### src/rtl/instr_fetch_unit_if.sv
// Instruction-memory request/acknowledge bus between the fetch unit and imem.
// The fetch unit is the master: it drives the request and address.
interface instr_fetch_unit_if;
  logic        imem_req;
  logic [31:0] imem_addr;
  logic [31:0] imem_rdata;
  logic        imem_ack;

  modport master (
    output imem_req,
    output imem_addr,
    input  imem_rdata,
    input  imem_ack
  );

  modport slave (
    input  imem_req,
    input  imem_addr,
    output imem_rdata,
    output imem_ack
  );
endinterface

### src/rtl/instr_fetch_unit.sv
// Fetch stage of a single-cycle MIPS core: owns the PC, fetches over a req/ack port,
// opens one execute window per instruction and computes the next PC.
module instr_fetch_unit #(
  parameter logic [31:0] ResetPc = 32'h0000_0000,
  parameter int unsigned Timeout = 15
) (
  input  logic                       clk_i,
  input  logic                       rst_ni,
  instr_fetch_unit_if.master         imem,
  input  logic                       jump_i,
  input  logic                       branch_i,
  input  logic                       zero_i,
  input  logic                       stall_i,
  output logic [31:0]                instr_o,
  output logic [5:0]                 opcode_o,
  output logic [5:0]                 funct_o,
  output logic [4:0]                 rs_o,
  output logic [4:0]                 rt_o,
  output logic [4:0]                 rd_o,
  output logic [31:0]                sign_imm_o,
  output logic [31:0]                pc_plus4_o,
  output logic                       instr_valid_o,
  output logic                       fetch_err_o,
  output logic [31:0]                retired_o
);

  typedef enum logic [1:0] {StReset, StReq, StExec, StHalt} state_e;

  // Value wait_cnt holds during the last REQ cycle allowed before a timeout.
  localparam logic [7:0] WaitLast = 8'(Timeout - 1);

  state_e      state_q, state_d;
  logic [31:0] pc_q, pc_d;
  logic [31:0] ir_q, ir_d;
  logic [7:0]  wait_q, wait_d;
  logic        err_q, err_d;
  logic [31:0] retired_q, retired_d;

  logic [31:0] pc_plus4;
  logic [31:0] sign_imm;
  logic [31:0] jump_target;
  logic [31:0] branch_target;
  logic [31:0] next_pc;

  assign pc_plus4      = pc_q + 32'd4;
  assign sign_imm      = {{16{ir_q[15]}}, ir_q[15:0]};
  assign jump_target   = {pc_plus4[31:28], ir_q[25:0], 2'b00};
  assign branch_target = pc_plus4 + (sign_imm << 2);

  // Jump wins over a taken branch.
  always_comb begin
    next_pc = pc_plus4;
    if (jump_i) begin
      next_pc = jump_target;
    end else if (branch_i && zero_i) begin
      next_pc = branch_target;
    end
  end

  always_comb begin
    state_d       = state_q;
    pc_d          = pc_q;
    ir_d          = ir_q;
    wait_d        = wait_q;
    err_d         = err_q;
    retired_d     = retired_q;
    imem.imem_req = 1'b0;
    instr_valid_o = 1'b0;

    unique case (state_q)
      StReset: begin
        state_d = StReq;
      end
      StReq: begin
        imem.imem_req = 1'b1;
        // An ack in the timeout cycle still counts as a successful fetch.
        if (imem.imem_ack) begin
          ir_d    = imem.imem_rdata;
          state_d = StExec;
        end else if (wait_q == WaitLast) begin
          wait_d  = wait_q + 8'd1;
          err_d   = 1'b1;
          state_d = StHalt;
        end else begin
          wait_d = wait_q + 8'd1;
        end
      end
      StExec: begin
        instr_valid_o = 1'b1;
        if (!stall_i) begin
          pc_d      = next_pc;
          retired_d = retired_q + 32'd1;
          wait_d    = 8'd0;
          state_d   = StReq;
        end
      end
      StHalt: begin
        state_d = StHalt;
      end
      default: begin
        state_d = StReset;
      end
    endcase
  end

  always_ff @(posedge clk_i or negedge rst_ni) begin
    if (!rst_ni) begin
      state_q   <= StReset;
      pc_q      <= ResetPc;
      ir_q      <= 32'h0;
      wait_q    <= 8'h0;
      err_q     <= 1'b0;
      retired_q <= 32'h0;
    end else begin
      state_q   <= state_d;
      pc_q      <= pc_d;
      ir_q      <= ir_d;
      wait_q    <= wait_d;
      err_q     <= err_d;
      retired_q <= retired_d;
    end
  end

  assign imem.imem_addr = pc_q;
  assign instr_o        = ir_q;
  assign opcode_o       = ir_q[31:26];
  assign rs_o           = ir_q[25:21];
  assign rt_o           = ir_q[20:16];
  assign rd_o           = ir_q[15:11];
  assign funct_o        = ir_q[5:0];
  assign sign_imm_o     = sign_imm;
  assign pc_plus4_o     = pc_plus4;
  assign fetch_err_o    = err_q;
  assign retired_o      = retired_q;

endmodule
### src/flat_wrapper.sv
// flat-port wrapper written by rule: the top's interface ports become plain ports
module instr_fetch_unit_flat 
#(
  parameter logic [31:0] ResetPc = 32'h0000_0000,
  parameter int unsigned Timeout = 15
)
  (clk_i, rst_ni, jump_i, branch_i, zero_i, stall_i, instr_o, opcode_o, funct_o, rs_o, rt_o, rd_o, sign_imm_o, pc_plus4_o, instr_valid_o, fetch_err_o, retired_o, imem_imem_req, imem_imem_addr, imem_imem_rdata, imem_imem_ack);
  instr_fetch_unit_if imem_i ();
  input  logic clk_i;
  input  logic rst_ni;
  input  logic jump_i;
  input  logic branch_i;
  input  logic zero_i;
  input  logic stall_i;
  output logic [31:0] instr_o;
  output logic [5:0] opcode_o;
  output logic [5:0] funct_o;
  output logic [4:0] rs_o;
  output logic [4:0] rt_o;
  output logic [4:0] rd_o;
  output logic [31:0] sign_imm_o;
  output logic [31:0] pc_plus4_o;
  output logic instr_valid_o;
  output logic fetch_err_o;
  output logic [31:0] retired_o;
  output wire logic [$bits(imem_i.imem_req)-1:0] imem_imem_req;
  output wire logic [$bits(imem_i.imem_addr)-1:0] imem_imem_addr;
  input wire logic [$bits(imem_i.imem_rdata)-1:0] imem_imem_rdata;
  input wire logic [$bits(imem_i.imem_ack)-1:0] imem_imem_ack;
  assign imem_imem_req = imem_i.imem_req;
  assign imem_imem_addr = imem_i.imem_addr;
  assign imem_i.imem_rdata = imem_imem_rdata;
  assign imem_i.imem_ack = imem_imem_ack;
  instr_fetch_unit #(.ResetPc(ResetPc), .Timeout(Timeout)) u_core (.clk_i(clk_i), .rst_ni(rst_ni), .imem(imem_i), .jump_i(jump_i), .branch_i(branch_i), .zero_i(zero_i), .stall_i(stall_i), .instr_o(instr_o), .opcode_o(opcode_o), .funct_o(funct_o), .rs_o(rs_o), .rt_o(rt_o), .rd_o(rd_o), .sign_imm_o(sign_imm_o), .pc_plus4_o(pc_plus4_o), .instr_valid_o(instr_valid_o), .fetch_err_o(fetch_err_o), .retired_o(retired_o));
endmodule
### config.mk
export PLATFORM = sky130hd
export DESIGN_NAME = instr_fetch_unit_flat
export DESIGN_NICKNAME = d
export VERILOG_FILES = /design/src/rtl/instr_fetch_unit_if.sv /design/src/rtl/instr_fetch_unit.sv /design/src/flat_wrapper.sv
export SDC_FILE = /design/constraint.sdc
export NUM_CORES = 1
export LEC_CHECK = 0
export CORE_ASPECT_RATIO = 1.75
export CORE_MARGIN = 8
export CORE_UTILIZATION = 43
export CTS_CLUSTER_SIZE = 28
export DETAILED_ROUTE_END_ITERATION = 10
export PLACE_DENSITY = 0.78
export REMOVE_ABC_BUFFERS = 1
export SYNTH_ARGS = -nofsm -noshare
export SYNTH_HDL_FRONTEND = slang
export SYNTH_SLANG_ARGS = --single-unit
### constraint.sdc
create_clock -name clk_i -period 3.5 [get_ports clk_i]
set_input_delay 0.7 -clock clk_i [delete_from_list [all_inputs] [get_ports clk_i]]
set_output_delay 0.7 -clock clk_i [all_outputs]
set_load 0.05 [all_outputs]
==> impl_metrics.csv <==
group,metric,value,unit
critical_path,cp_data_required_time,3.79,ns
critical_path,end_kind,"register",
cells_and_area,drive_gt1_share,22.9,%
place,dp_hpwl,17.9,mm
cells_and_area,area_growth,48.4,%
synthesis,synth.cell_area,7130,sq um
hold_path,min_path_type,"input pin to asynchronous set/reset pin",
clock_network,htreeDepth,3,
synthesis,yosys.area_share.simple,16.6,%
synthesis,ys_seq_elements,105,
grt,grt_max_degree,91,
route,drt_iter0_drc,246,
clock_network,path_clk_slew,0.08,ns
grt,grt_pass1_wl,36.2,mm
sta,setup_violations,2,
cells_and_area,fin_nets,1108,
grt,grt-ovfl-total,0,
sta,timing.final.ws_setup,-0.0596,ns
clock_network,hold_buffers,0,
sta,fin_skew,0.0118,ns
clock_network,cts.sinks,105,
sta,clock.fmax,281,MHz
clock_network,clock_latency,0.35,ns
sta,slew-limit-headroom,54.7,%
synthesis,async_reset_ff_share,100,%
critical_path,crit_path_max_fanout,6,
sta,hold_viol,0,
critical_path,crit_path_top_delay_cell,"dfrtp_1",
place,pre_cts_slack,-0.0720,ns
die,die_x,113,microns
die,rows,62,
sta,post-route-min-period,3.56,ns
synthesis,synthMuxAreaShare,5.63,%
grt,first_global_vias,7136,
place,routabilityCongestion,0.929,
synthesis,seq_area_frac_synth,36.8,%
synthesis,synth_cell_type_count,62,
status,failed_checks,"negative setup slack",
status,status,"finished with violations",
sta,slew_viol_final,0,
clock_network,cts_root_buf,"clkbuf_16",
critical_path,cp_cell_sequence,"buf_4 > and3_4 > nand3_2 > nor2_1 > buf_4 > nand4_1 > xnor2_2 > ha_2 > o21ai_2 > o21ai_2 > a31oi_1 > o21ba_2 > o31ai_4 > a31oi_2 > o21ai_2 > o41a_1 > o21bai_1 > nand3_1",
cells_and_area,final_core_util,64.7,%
cells_and_area,finish.instance_area,10600,sq um
synthesis,synthAdderAreaFrac,7.12,%
route,drt_wl_total,23.8,mm
clock_network,cts_buffers,9,
critical_path,path_class,"register to register",
die,fp.coreArea,16400,sq um
synthesis,ys.flop_type,"dfrtp_1",
synthesis,synth_edf_count,0,
synthesis,synth_top_family_by_area,"simple AND/OR/NAND/NOR gates",
sta,hold_ws,0.196,ns
synthesis,synth_compound_area_share,15.3,%
synthesis,syn_inst,778,
route,wire_per_inst,18.9,microns
route,ant_nets,0,
run,max_cap_violations,0,
grt,track_usage,21.4,%
route,first_pass_iters,7,
die,die-area,21100,sq um
route,drc_errors,0,
synthesis,yosysWarningCount,0,
clock_network,cts_tree,"done",
die,die_y,186,microns
place,place.port_buffers,224,
critical_path,critPathMaxStageDelay,0.37,ns
die,start_util,43.6,%
synthesis,syn_area_per_cell,9.17,sq um
grt,antenna_found_initial,0,
critical_path,startpoint_type,"register",
cells_and_area,antennaDiodeCount,0,
die,io_pins,229,
route,viasPerCell,5.45,
sta,rsz0062_at_grt,"yes",
synthesis,synth_xor_area_share,9.82,%
sta,tightestPinTransition,0.679,ns
route,vias,6854,
place,placedInstanceArea,9830,sq um
clock_network,clock_path_buffers,2,
sta,fin_crit_sh,102,%
critical_path,critPathMostFrequentCell,"o21ai_2",
critical_path,worstPathArrival,3.84,ns
## area by class of cell
| cell class | count | area, sq um |
|---|---|---|
| Clock inverter | 6 | 62.6 |
| Clock buffer | 9 | 225 |
| Timing Repair Buffer | 322 | 3090 |
| Fill cell | 1285 | 5780 |
| Sequential cell | 105 | 2630 |
| Multi-Input combinational cell | 577 | 4250 |
| Inverter | 14 | 52.6 |
| Tap cell | 224 | 280 |
## metal layers
layer	vias to the layer above	share of wire [%]	global-route usage, %
met4	0	5.0	11.5
met5	-	0	0
met1	3310	33	19.6
met3	85	6.3	4.91
met2	279	56	41.6
li1	3180	-	-
## worst paths after layout
kind,slack [ns],to,cells past startpoint,from
hold reg to reg,0.48,u_core.retired_o[31],1,u_core.retired_o[31]
setup reg to reg,-0.06,u_core.imem.imem_addr[31],18,u_core.imem.imem_addr[2]
min in group clk_i,0.48,u_core.retired_o[31],1,u_core.retired_o[31]
hold / removal,0.20,u_core.retired_o[7],1,rst_ni
setup / recovery,-0.06,u_core.imem.imem_addr[31],18,u_core.imem.imem_addr[2]
max in group asynchronous,2.54,u_core.imem.imem_addr[25],2,rst_ni
## flip-flops by register name, summed over array words and instances, names as in the netlist
| name | count |
|---|---|
| u_core.fetch_err_o | 1 |
| u_core.imem.imem_addr | 30 |
| u_core.instr_o | 32 |
| u_core.retired_o | 32 |
| u_core.state_q | 2 |
| u_core.wait_q | 8 |
## critical path: cells and delay by family, from the launching register on
kind | cells | cell delay, ns
compound gates | 9 | 1.60
buf+inv | 2 | 0.29
fa+ha+maj | 1 | 0.34
xor+xnor | 1 | 0.25
simple gates | 5 | 0.64
flops | 1 | 0.37
## through the flow
stage               std cells  TNS, ns
floorplan                 696  -153.00
global placement         1226        0
detailed placement       1226   -0.138
CTS                      1242        0
global route             1257    -1.42
finish                   1257  -0.0799
## cell usage after synthesis, drive strengths merged, types with 13 or more instances
| master | instances | area, sq um |
|---|---|---|
| nand4 | 18 | 113 |
| xor2 | 25 | 219 |
| o21ai | 50 | 254 |
| nand3 | 27 | 135 |
| nor2 | 57 | 214 |
| inv | 14 | 52.6 |
| dfrtp | 105 | 2630 |
| xnor2 | 55 | 482 |
| buf | 70 | 503 |
| nand2 | 89 | 334 |
| a21o | 13 | 97.6 |
| ha | 39 | 488 |
| clkbuf | 15 | 57.6 |
| and3 | 16 | 100 |
| mux2 | 33 | 372 |
| a21oi | 41 | 209 |
## layout by cell type (no fill, tap or decap), drive strengths merged, types with 33 or more instances in the layout
cell / count
clkdlybuf4s50: 203
buf: 118
dfrtp: 105
nand2: 89
nor2: 57
xnor2: 55
o21ai: 50
a21oi: 41
ha: 39
mux2: 33
## kinds of logic (layout without fill, tap and decap cells)
logic type	count (synthesis)	after routing
and+or+nand+nor	252	252
AOI/OAI and AO/OA	165	165
DFF	105	105
buffers and inverters	99	351
xor gates and xnor gates	80	80
adders and majority gates	40	40
muxes	36	36
other	1	4
## what timing repair did
action,CTS,global route
gates resized for setup,6,76
pin swaps,4,43
buffers inserted,1,15
setup endpoints to repair,5,18
Power is left out: the tool's default activity adds up to more than one toggle a clock period on the data nets, which glitch-free logic cannot reach.
